<file path="config.mk">
export PLATFORM = sky130hd
export DESIGN_NAME = read_master
export DESIGN_NICKNAME = d
export VERILOG_FILES = /design/src/rtl/rdm_pkg.sv /design/src/rtl/sync_fifo.sv /design/src/rtl/read_master.sv
export SDC_FILE = /design/constraint.sdc
export NUM_CORES = 1
export LEC_CHECK = 0
export ABC_AREA = 1
export BUFFER_PORTS_ARGS = -buffer_cell sky130_fd_sc_hd__buf_2
export CAP_MARGIN = 20
export CORE_ASPECT_RATIO = 0.6
export CORE_UTILIZATION = 50
export DETAILED_ROUTE_END_ITERATION = 8
export MAX_ROUTING_LAYER = met4
export PLACE_DENSITY = 0.67
export SETUP_SLACK_MARGIN = 0.02
export SYNTH_ARGS = -nofsm -noshare
export SYNTH_HDL_FRONTEND = slang
export SYNTH_SLANG_ARGS = --single-unit
</file>
<file path="constraint.sdc">
create_clock -name clk -period 2.95 [get_ports clk]
set_input_delay 0 -clock clk [delete_from_list [all_inputs] [get_ports clk]]
set_output_delay 0 -clock clk [all_outputs]
set_load 0.01 [all_outputs]
</file>
<file path="src/rtl/rdm_pkg.sv">
// ---------------------------------------------------------------------------
// rdm_pkg -- shared definitions for the read_master DMA read engine.
//   CSR word addresses, CTRL/SRST/STATUS bit positions and the controller
//   state enumeration. Imported by read_master and its testbench.
// ---------------------------------------------------------------------------
package rdm_pkg;

   // CSR map (3-bit word address)
   localparam logic [2:0] CSR_BASE   = 3'd0;
   localparam logic [2:0] CSR_LENGTH = 3'd1;
   localparam logic [2:0] CSR_STEP   = 3'd2;
   localparam logic [2:0] CSR_CTRL   = 3'd3;
   localparam logic [2:0] CSR_STATUS = 3'd4;
   localparam logic [2:0] CSR_SRST   = 3'd5;

   // CTRL / SRST bits
   localparam int CTRL_START_BIT = 0;
   localparam int CTRL_LOOP_BIT  = 1;
   localparam int SRST_BIT       = 0;

   // STATUS bits
   localparam int STAT_BUSY_BIT = 0;
   localparam int STAT_DONE_BIT = 1;
   localparam int STAT_LOOP_BIT = 2;
   localparam int STAT_FILL_LSB = 8;

   typedef enum logic [2:0] {
      ST_IDLE  = 3'd0,
      ST_ISSUE = 3'd1,
      ST_DRAIN = 3'd2,
      ST_DONE  = 3'd3,
      ST_FLUSH = 3'd4
   } state_t;

endpackage

</file>
<file path="src/rtl/sync_fifo.sv">
// ---------------------------------------------------------------------------
// sync_fifo -- single-clock show-ahead FIFO with occupancy count.
//   clk, rst     : clock, asynchronous active-low reset
//   i_flush      : empty the FIFO (wins over push/pop)
//   i_push/i_data: write port, ignored when full
//   i_pop        : drop the head entry, ignored when empty
//   o_data       : head entry (valid while !o_empty)
//   o_empty      : no entries held
//   o_count      : entries held, 0..DEPTH
// ---------------------------------------------------------------------------
module sync_fifo #(
   parameter int W     = 16,
   parameter int DEPTH = 16
) (
   input  logic                     clk,
   input  logic                     rst,
   input  logic                     i_flush,
   input  logic                     i_push,
   input  logic [W-1:0]             i_data,
   input  logic                     i_pop,
   output logic [W-1:0]             o_data,
   output logic                     o_empty,
   output logic [$clog2(DEPTH):0]   o_count
);

   localparam int AW = $clog2(DEPTH);
   localparam logic [AW:0] FULL_CNT = (AW+1)'(DEPTH);

   logic [W-1:0]  r_mem [DEPTH];
   logic [AW-1:0] r_wr_ptr;
   logic [AW-1:0] r_rd_ptr;
   logic [AW:0]   r_count;
   logic          w_push;
   logic          w_pop;

   assign w_push = i_push && (r_count != FULL_CNT);
   assign w_pop  = i_pop  && (r_count != '0);

   always_ff @(posedge clk or negedge rst) begin
      if (!rst) begin
         r_wr_ptr <= '0;
         r_rd_ptr <= '0;
         r_count  <= '0;
      end else if (i_flush) begin
         r_wr_ptr <= '0;
         r_rd_ptr <= '0;
         r_count  <= '0;
      end else begin
         if (w_push) r_wr_ptr <= r_wr_ptr + 1'b1;
         if (w_pop)  r_rd_ptr <= r_rd_ptr + 1'b1;
         // Simultaneous push and pop leave the count unchanged.
         case ({w_push, w_pop})
            2'b10:   r_count <= r_count + 1'b1;
            2'b01:   r_count <= r_count - 1'b1;
            default: r_count <= r_count;
         endcase
      end
   end

   // NOTE: storage has no reset; the pointers and count define what is valid,
   // and a reset-free array maps onto plain RAM.
   always_ff @(posedge clk) begin
      if (w_push && !i_flush) r_mem[r_wr_ptr] <= i_data;
   end

   assign o_data  = r_mem[r_rd_ptr];
   assign o_empty = (r_count == '0);
   assign o_count = r_count;

endmodule

</file>
<file path="src/rtl/read_master.sv">
// ---------------------------------------------------------------------------
// read_master -- CSR-programmed DDR read engine feeding a ready/valid stream.
//   Reads LENGTH words from BASE, BASE+STEP, ... (optionally looping) and
//   streams them out in request order through an internal FIFO. Requests
//   are throttled so returning data always has room in the FIFO.
//   clk, rst                   : clock, asynchronous active-low reset
//   ddr_addr/read/waitrequest  : DDR read request (Avalon-style)
//   ddr_readdata/readdatavalid : DDR read response, in request order
//   addr/writedata/write/read  : CSR slave, readdata one cycle after read
//   d_out/d_out_valid/ready    : output stream
// ---------------------------------------------------------------------------
module read_master
   import rdm_pkg::*;
#(
   parameter int DATA_W     = 16,
   parameter int ADDR_W     = 32,
   parameter int FIFO_DEPTH = 16
) (
   input  logic              clk,
   input  logic              rst,
   output logic [ADDR_W-1:0] ddr_addr,
   output logic              ddr_read,
   input  logic              ddr_waitrequest,
   input  logic [DATA_W-1:0] ddr_readdata,
   input  logic              ddr_readdatavalid,
   input  logic [2:0]        addr,
   input  logic [15:0]       writedata,
   input  logic              write,
   input  logic              read,
   output logic [15:0]       readdata,
   output logic [DATA_W-1:0] d_out,
   output logic              d_out_valid,
   input  logic              d_out_ready
);

   localparam int CW = $clog2(FIFO_DEPTH) + 1;
   localparam logic [CW:0] DEPTH_SUM = (CW+1)'(FIFO_DEPTH);

   state_t            r_state, w_next_state;
   logic [15:0]       r_base, r_length, r_step, r_readdata;
   logic [1:0]        r_ctrl;
   logic              r_srst, r_loop, r_done;
   logic [ADDR_W-1:0] r_run_base, r_run_step, r_addr;
   logic [15:0]       r_run_len, r_idx;
   logic [CW-1:0]     r_inflight;
   logic [CW-1:0]     w_fifo_count;
   logic [DATA_W-1:0] w_fifo_data;
   logic              w_fifo_empty, w_flush, w_busy, w_read;
   logic              w_ctrl_wr, w_start, w_srst, w_loop_clr, w_loop_eff;
   logic              w_accept, w_last, w_room;
   logic [15:0]       w_status;

   assign w_ctrl_wr  = write && (addr == CSR_CTRL);
   // Start fires on a 0->1 edge of CTRL.start, and only from IDLE or DONE.
   assign w_start    = w_ctrl_wr && writedata[CTRL_START_BIT] && !r_ctrl[CTRL_START_BIT]
                       && ((r_state == ST_IDLE) || (r_state == ST_DONE));
   assign w_srst     = write && (addr == CSR_SRST) && writedata[SRST_BIT];
   assign w_loop_clr = w_ctrl_wr && !writedata[CTRL_LOOP_BIT];
   // A loop clear arriving with the last request of a pass ends that pass.
   assign w_loop_eff = r_loop && !w_loop_clr;
   assign w_accept   = w_read && !ddr_waitrequest;
   assign w_last     = (r_idx == r_run_len - 16'd1);
   // In-flight plus buffered never exceeds the FIFO depth, so a returning
   // word always finds a free slot.
   assign w_room     = ({1'b0, r_inflight} + {1'b0, w_fifo_count}) < DEPTH_SUM;
   assign w_flush    = w_srst || (r_state == ST_FLUSH);

   // ---------------- FSM: state register ----------------
   always_ff @(posedge clk or negedge rst) begin
      // NOTE: sequential state uses non-blocking assignments so every
      // register samples pre-edge values regardless of block order.
      if (!rst) r_state <= ST_IDLE;
      else      r_state <= w_next_state;
   end

   // ---------------- FSM: next state ----------------
   always_comb begin
      // NOTE: default first so no path leaves w_next_state unassigned (latch).
      w_next_state = r_state;
      if (w_srst) begin
         w_next_state = ST_FLUSH;
      end else begin
         case (r_state)
            ST_IDLE, ST_DONE:
               if (w_start) w_next_state = (r_length == '0) ? ST_DONE : ST_ISSUE;
            ST_ISSUE:
               if (w_accept && w_last && !w_loop_eff) w_next_state = ST_DRAIN;
            ST_DRAIN:
               if ((r_inflight == '0) && w_fifo_empty) w_next_state = ST_DONE;
            ST_FLUSH:
               if (r_inflight == '0) w_next_state = ST_IDLE;
            default:
               w_next_state = ST_IDLE;
         endcase
      end
   end

   // ---------------- FSM: outputs ----------------
   always_comb begin
      w_read = 1'b0;
      w_busy = 1'b0;
      case (r_state)
         ST_ISSUE: begin w_read = w_room; w_busy = 1'b1; end
         ST_DRAIN, ST_FLUSH: w_busy = 1'b1;
         default: ;
      endcase
   end

   // ---------------- CSR registers ----------------
   always_ff @(posedge clk or negedge rst) begin
      if (!rst) begin
         r_base   <= '0;
         r_length <= '0;
         r_step   <= '0;
         r_ctrl   <= '0;
         r_srst   <= 1'b0;
      end else if (write) begin
         case (addr)
            CSR_BASE:   r_base   <= writedata;
            CSR_LENGTH: r_length <= writedata;
            CSR_STEP:   r_step   <= writedata;
            CSR_CTRL:   r_ctrl   <= writedata[1:0];
            CSR_SRST:   r_srst   <= writedata[SRST_BIT];
            default: ;
         endcase
      end
   end

   always_comb begin
      w_status                          = '0;
      w_status[STAT_BUSY_BIT]           = w_busy;
      w_status[STAT_DONE_BIT]           = r_done;
      w_status[STAT_LOOP_BIT]           = r_loop;
      w_status[STAT_FILL_LSB +: 8]      = 8'(w_fifo_count);
   end

   always_ff @(posedge clk or negedge rst) begin
      if (!rst) begin
         r_readdata <= '0;
      end else if (read) begin
         case (addr)
            CSR_BASE:   r_readdata <= r_base;
            CSR_LENGTH: r_readdata <= r_length;
            CSR_STEP:   r_readdata <= r_step;
            CSR_CTRL:   r_readdata <= {14'd0, r_ctrl};
            CSR_STATUS: r_readdata <= w_status;
            CSR_SRST:   r_readdata <= {15'd0, r_srst};
            default:    r_readdata <= '0;
         endcase
      end
   end

   // ---------------- run context, address walk, counters ----------------
   always_ff @(posedge clk or negedge rst) begin
      if (!rst) begin
         r_run_base <= '0;
         r_run_step <= '0;
         r_run_len  <= '0;
         r_idx      <= '0;
         r_addr     <= '0;
         r_loop     <= 1'b0;
      end else if (w_start) begin
         // Programming is snapshotted here; later CSR writes wait for the next run.
         r_run_base <= ADDR_W'(r_base);
         r_run_step <= ADDR_W'(r_step);
         r_run_len  <= r_length;
         r_idx      <= '0;
         r_addr     <= ADDR_W'(r_base);
         r_loop     <= writedata[CTRL_LOOP_BIT];
      end else begin
         if (w_srst || w_loop_clr) r_loop <= 1'b0;
         // Running sum instead of BASE + idx*STEP; wraps modulo 2^ADDR_W.
         if ((r_state == ST_ISSUE) && w_accept) begin
            if (w_last) begin
               r_idx  <= '0;
               r_addr <= r_run_base;
            end else begin
               r_idx  <= r_idx + 16'd1;
               r_addr <= r_addr + r_run_step;
            end
         end
      end
   end

   always_ff @(posedge clk or negedge rst) begin
      if (!rst) begin
         r_done     <= 1'b0;
         r_inflight <= '0;
      end else begin
         if (w_srst)
            r_done <= 1'b0;
         else if ((w_next_state == ST_DONE) && ((r_state != ST_DONE) || w_start))
            r_done <= 1'b1;
         else if (w_start)
            r_done <= 1'b0;

         case ({w_accept, ddr_readdatavalid})
            2'b10:   r_inflight <= r_inflight + 1'b1;
            2'b01:   r_inflight <= (r_inflight != '0) ? r_inflight - 1'b1 : r_inflight;
            default: r_inflight <= r_inflight;
         endcase
      end
   end

   // ---------------- output buffer ----------------
   sync_fifo #(
      .W     (DATA_W),
      .DEPTH (FIFO_DEPTH)
   ) u_fifo (
      .clk     (clk),
      .rst     (rst),
      .i_flush (w_flush),
      .i_push  (ddr_readdatavalid && !w_flush),
      .i_data  (ddr_readdata),
      .i_pop   (d_out_valid && d_out_ready),
      .o_data  (w_fifo_data),
      .o_empty (w_fifo_empty),
      .o_count (w_fifo_count)
   );

   assign ddr_read    = w_read;
   assign ddr_addr    = r_addr;
   assign readdata    = r_readdata;
   assign d_out_valid = !w_fifo_empty;
   assign d_out       = w_fifo_empty ? '0 : w_fifo_data;

endmodule

</file>
Word level (Yosys, flattened, before mapping)
Memories as Yosys holds them, arrays and structs flattened.
Index checks and enable logic that the tools add are counted.
Storage, ports and cells
  output and inout port bits: 66
  input port bits: 42
  bits in writable memories: 256
  register bits: 186
  memories kept: 1
  logic and storage cells: 132
Memories
  u_fifo.r_mem: words 16, width 16, rd ports 1, clocked after Yosys merged registers in 0, wr ports 1, line sync_fifo.sv:29  | logic [W-1:0] r_mem [DEPTH];
Operators by class
  $add $sub $neg: 10
  equality and inequality tests: 18
  reductions and logical operators: 52
  magnitude comparators: 1
  mux-type cells: 32
Operators with widths (number)
  $mux W32: 3
  $pmux W16 S6: 1
  $mux W16: 4
  $add A32 B16 Y32: 1
  $pmux W5 S2: 2
  $logic_and A1 B1 Y1: 19
  $add A16 B1 Y16 const B: 1
  $eq A16 B16 Y1: 1
  $logic_not A16 Y1: 1
  $mux W4: 4
  $sub A16 B1 Y16 const B: 1
  $eq A3 B2 Y1 const B: 5
  $mux W3: 5
  $pmux W3 S4: 1
  $reduce_and A2 Y1: 6
  $add A5 B1 Y5 const B: 2
  $logic_not A5 Y1: 2
  $mux W5: 2
  $reduce_bool A2 Y1: 5
  $reduce_bool A5 Y1: 2
  $sub A5 B1 Y5 const B: 2
  $eq A3 B3 Y1 const B: 3
  $mux W1: 9
  $add A4 B1 Y4 const B: 2
  other kinds (15): 29

Logic depth before layout (Yosys ltp)
  word-level depth: 14
  gate-level depth with buffers: 17
  gate-level depth less buffers: 17

By module
A second synthesis with hierarchy kept.
Unflattened totals
  cells, all modules: 2088
  area, all modules: 20687.3 sq um
By module, submodules not included
  sync_fifo: area each 10850.4 sq um, times used 1, cells each 820
  read_master: area each 9836.9 sq um, times used 1, cells each 1268

Least setup slack after synthesis
No wires, ideal clock.
  path type: register to register
  start: register u_fifo.r_count[1], in the netlist u_fifo.o_count[1]
  end: register r_inflight[4]
  period minus slack after synthesis: 2.708 ns
  library setup time: 0.123 ns
  data required time: 2.827 ns
  stages on the path, launching flop included: 15
  slack: 0.242 ns
  arrival: 2.585 ns
  cells stage by stage: dfrtp_1 ha_1 nand3_1 a21boi_0 o21ai_0 nand3b_2 nand2_1 inv_2 ha_1 nand2_1 nor2_1 a211oi_1 or2_2 nand3_1 xor2_1
Between the ends
  longest elaborated chain between the ends: 7
  elaborated cells on any way between the ends: 10
  classes of those cells: add/sub (1); order compare (1); eq/ne (3); mux (2); reduce/logical (3)
RTL lines
  start: declaration: line sync_fifo.sv:32  | logic [AW:0] r_count;
  start signal: assignment: line sync_fifo.sv:53  | 2'b10: r_count <= r_count + 1'b1;
  start signal: assignment: line sync_fifo.sv:54  | 2'b01: r_count <= r_count - 1'b1;
  start signal: assignment: line sync_fifo.sv:55  | default: r_count <= r_count;
  $add A5 B5 Y6 (*): line read_master.sv:65  | assign w_room = ({1'b0, r_inflight} + {1'b0, w_fifo_count}) < DEPTH_SUM;
  $lt A6 B5 Y1 (*): line read_master.sv:65
  $mux W1 (*): line read_master.sv:102  | case (r_state)
  $logic_and A1 B1 Y1 (*): line read_master.sv:61  | assign w_accept = w_read && !ddr_waitrequest;
  $eq A2 B1 Y1 or $eq A2 B2 Y1 (tied branches): line read_master.sv:197  | case ({w_accept, ddr_readdatavalid})
  $ne A2 B2 Y1 (no line) or $reduce_bool A2 Y1 (tied branches)
  $reduce_and A2 Y1 (no line)
  end signal: assignment: line read_master.sv:198  | 2'b10: r_inflight <= r_inflight + 1'b1;
  end signal: assignment: line read_master.sv:199  | 2'b01: r_inflight <= (r_inflight != '0) ? r_inflight - 1'b1 : r_inflight;
  end signal: assignment: line read_master.sv:200  | default: r_inflight <= r_inflight;
  end: declaration: line read_master.sv:45  | logic [CW-1:0] r_inflight;
Every way passes the cells marked *; elsewhere a longest branch is shown, timed or not.
A chain may end at the register's enable or synchronous reset.

Worst setup path after layout
  start: register u_fifo.r_rd_ptr[1]
  end: output port d_out[9]
Between the ends
  longest elaborated chain between the ends: 2
RTL lines
  start: declaration: line sync_fifo.sv:31  | logic [AW-1:0] r_rd_ptr;
  start signal: assignment: line sync_fifo.sv:50  | if (w_pop) r_rd_ptr <= r_rd_ptr + 1'b1;
  $mem_v2 Z16 W16
  $mux W16: line read_master.sv:225  | assign d_out = w_fifo_empty ? '0 : w_fifo_data;
  end: declaration: line read_master.sv:31  | output logic [DATA_W-1:0] d_out,
Every way passes these cells.

==> results_dict.tcl <==
set metrics [dict create \
    synth_top_area_cell "edfxtp_1" \
    first_pass_iters 5 \
    r2r_end "ddr_addr[26]" \
    async_flop_share_pct 42.1 \
    post_cts.repair.setup_buffers 0 \
    stdcell_count 2757 \
    fin_nets 2285 \
    cp_data_required_time_ns 2.95 \
    io_pins 108 \
    dp_hpwl_um 37800 \
    largest-register "u_fifo.r_mem" \
    synthCells 2053 \
    crit_fanout 40 \
    cp-startpoint "u_fifo.r_rd_ptr[1]" \
    wl_per_cell_um 20.5 \
    syn_avg_cell_area_um2 9.96 \
    final_layout_size_suffix_gt1_share_pct 13.3 \
    clock.fmax_mhz 360 \
    grt_remaining_overflow 0 \
    wl_um 56600 \
    rows 56 \
    finalSetupViolCount 0 \
    hold_viol_final 0 \
    clockRootBuffer "clkbuf_16" \
    die-area_mm2 0.0417 \
    synth-main-ff-cell "edfxtp_1" \
    core_mm2 0.0397 \
    drc_errors 0 \
    vias 15900 \
    postSynthNetCount 2132 \
    cts_tree "built" \
    hold_path.class "input pin to asynchronous set/reset pin" \
    drv_slew 0 \
    gp_congestion 0.936 \
    worst_pin_slew_ns 0.853 \
    rrSetupSlack_ns 0.20 \
    clk_path_buf_depth 3 \
    worstSetupPathType "flip-flop to output pin" \
    crit_end "d_out[9]" \
    synth.area.top_cells "edfxtp_1, dfrtp_1, nand2_1, o21ai_0, nor2_1" \
    grt_first_pass_wirelength_um 86300 \
    preCtsSetupSlack_ns 0.205 \
    start_kind "flip-flop" \
    synth_edf_count 256 \
    path_cells "inv_1 > buf_12 > o21ai_0 > o22ai_1 > nor2_1 > nor2_1 > o21ai_0 > a21oi_1 > buf_2" \
    cts_buffers 41 \
    die_height_um 159 \
    powerDensity_mw_per_mm2 912 \
    met2_length_um 22800 \
    period_share_pct 94.3 \
    grtUsageTotal_pct 27.9 \
    dieWidth_um 263 \
    antenna_found_initial 0 \
    grt_setup_unrepaired "false" \
    seq_area_frac_synth_pct 60.4 \
    leakagePower_nw 9.75 \
    synth_top_cell_area_share_pct 37.6 \
    setup_ws_ns 0.169 \
    ys_warn_count 0 \
    start_util_pct 51.6 \
    ys_types 53 \
    drtAntennaViolNets 0 \
    largest_reg_flops 256 \
    hold_ws_ns 0.0423 \
    top_layer "met4" \
    reg2reg_depth 12 \
    critical-path-max-stage-delay_ns 0.51 \
    p_total_mw 21.5 \
    crit_slowest_cell "dfrtp_2" \
    dr_wl_met3_um 5020 \
    finClkSkew_ns 0.0251 \
    grt_pass1_vias 14800 \
    viasPerCell 5.77 \
    min_period_ns 2.78 \
    dp_cells 2645 \
    synth_area_mm2 0.0204 \
    h-tree-depth 2 \
    grt_max_degree 131 \
    area_delta_synth_final_pct 15.1 \
    ys_ff_latch 442 \
    status "finished clean" \
    first_iter_violations 1643 \
    relSlewSlack_pct 43.0 \
    cp-end-kind "output pin" \
    wl_met1_um 28100 \
    tns_ns 0 \
    antennaDiodeCount 0 \
    rr_startpoint "ddr_addr[0]" \
    clk_latency_ns 0.54 \
    drv_cap 0 \
    vdd_ir_drop_max_uv 665 \
    arrival_ns 2.78 \
    clkTransAtPathRegs_ns 0.07 \
    port_buffers 107 \
    cts_sinks 442 \
]
## kinds of logic after synthesis
kind of cell	count (synthesis)	synth area share [%]
mux	11	0.606
simple gates	780	16.2
xor+xnor	48	2.06
flops	442	60.4
fa+ha+maj	37	2.37
compound gates	481	13.6
buf+inv	254	4.78
## timing repair
action                                  CTS  global route
hold buffers                             39             0
endpoints found under the setup margin    0             3
gates resized for setup                   0             3
hold endpoints to repair                400             0
## worst min path at each step
stage | depth (start not counted) | slack, ns | to
3_3_place_gp | 1 | 0.09 | r_run_step[5]
2_1_floorplan | 0 | -0.30 | ddr_addr[0]
5_1_grt | 2 | 0.10 | readdata[5]
4_1_cts | 5 | 0.02 | r_ctrl[1]
6_report | 2 | 0.04 | readdata[5]
3_5_place_dp | 1 | 0.09 | r_run_base[5]
## cells in the final DEF (no fill, tap or decap), types with 12 or more instances in the layout
cell type      count
dfrtp_1          183
a21oi_1           75
buf_2            106
clkbuf_16         43
nand4_1           18
nor2_2            27
buf_4             39
ha_1              34
inv_1            159
nand3_1           78
o21ai_1           13
nand2_1          370
edfxtp_1         256
o21ai_0          269
clkbuf_1          12
o221ai_1          47
nor3_1            13
xnor2_1           12
nor2_1           239
o22ai_1           27
xor2_1            36
dlygate4sd3_1     39
## worst max-delay path: cells and delay by family, from the launching register on
family / cells / cell delay (ns)
AOI/OAI and AO/OA: 4 / 0.61
buffers and inverters: 3 / 0.94
DFF: 1 / 0.51
and+or+nand+nor: 2 / 0.16
## cell type report
cell class,instances,area [µm²]
Clock buffer,61,1200
Clock inverter,11,91.3
Fill cell,3339,16100
Inverter,169,641
Multi-Input combinational cell,1357,7170
Sequential cell,442,12300
Tap cell,522,653
Timing Repair Buffer,195,1440
## metrics by stage
| stage | util, % | instance area (µm²) |
|---|---|---|
| after floorplan | - | 20400 |
| after global placement | 55.0 | 21800 |
| after detailed placement | 55.0 | 21800 |
| after CTS | 59.3 | 23500 |
| after global routing | 59.4 | 23500 |
| final | 59.4 | 23500 |
## metal layers
metal,GRT usage [%],vias up
met5,-,-
met4,5.15,0
met3,5.49,76
met2,37.2,645
met1,43.8,7770
li1,-,7405
## Yosys cell counts, types with 11 or more instances
cell type  count
nor2_2        11
nand2_1      370
clkbuf_1      72
xor2_1        36
o21ai_0      270
o221ai_1      47
edfxtp_1     256
nor2_1       255
o211ai_1      11
xnor2_1       12
inv_1        160
o22ai_1       27
nor3_1        13
a21oi_1       75
dfrtp_1      186
nand3_1       78
nand4_1       18
ha_1          34
mux2_2        11
o21ai_1       13
## power by group
| part | total [mW] | switching [mW] | internal, mW |
|---|---|---|---|
| clock network | 5.18 | 2.28 | 2.90 |
| logic | 8.07 | 5.34 | 2.72 |
| registers | 8.22 | 0.698 | 7.52 |
| total | 21.5 | 8.32 | 13.1 |
Power figures use the tool's default switching activity.
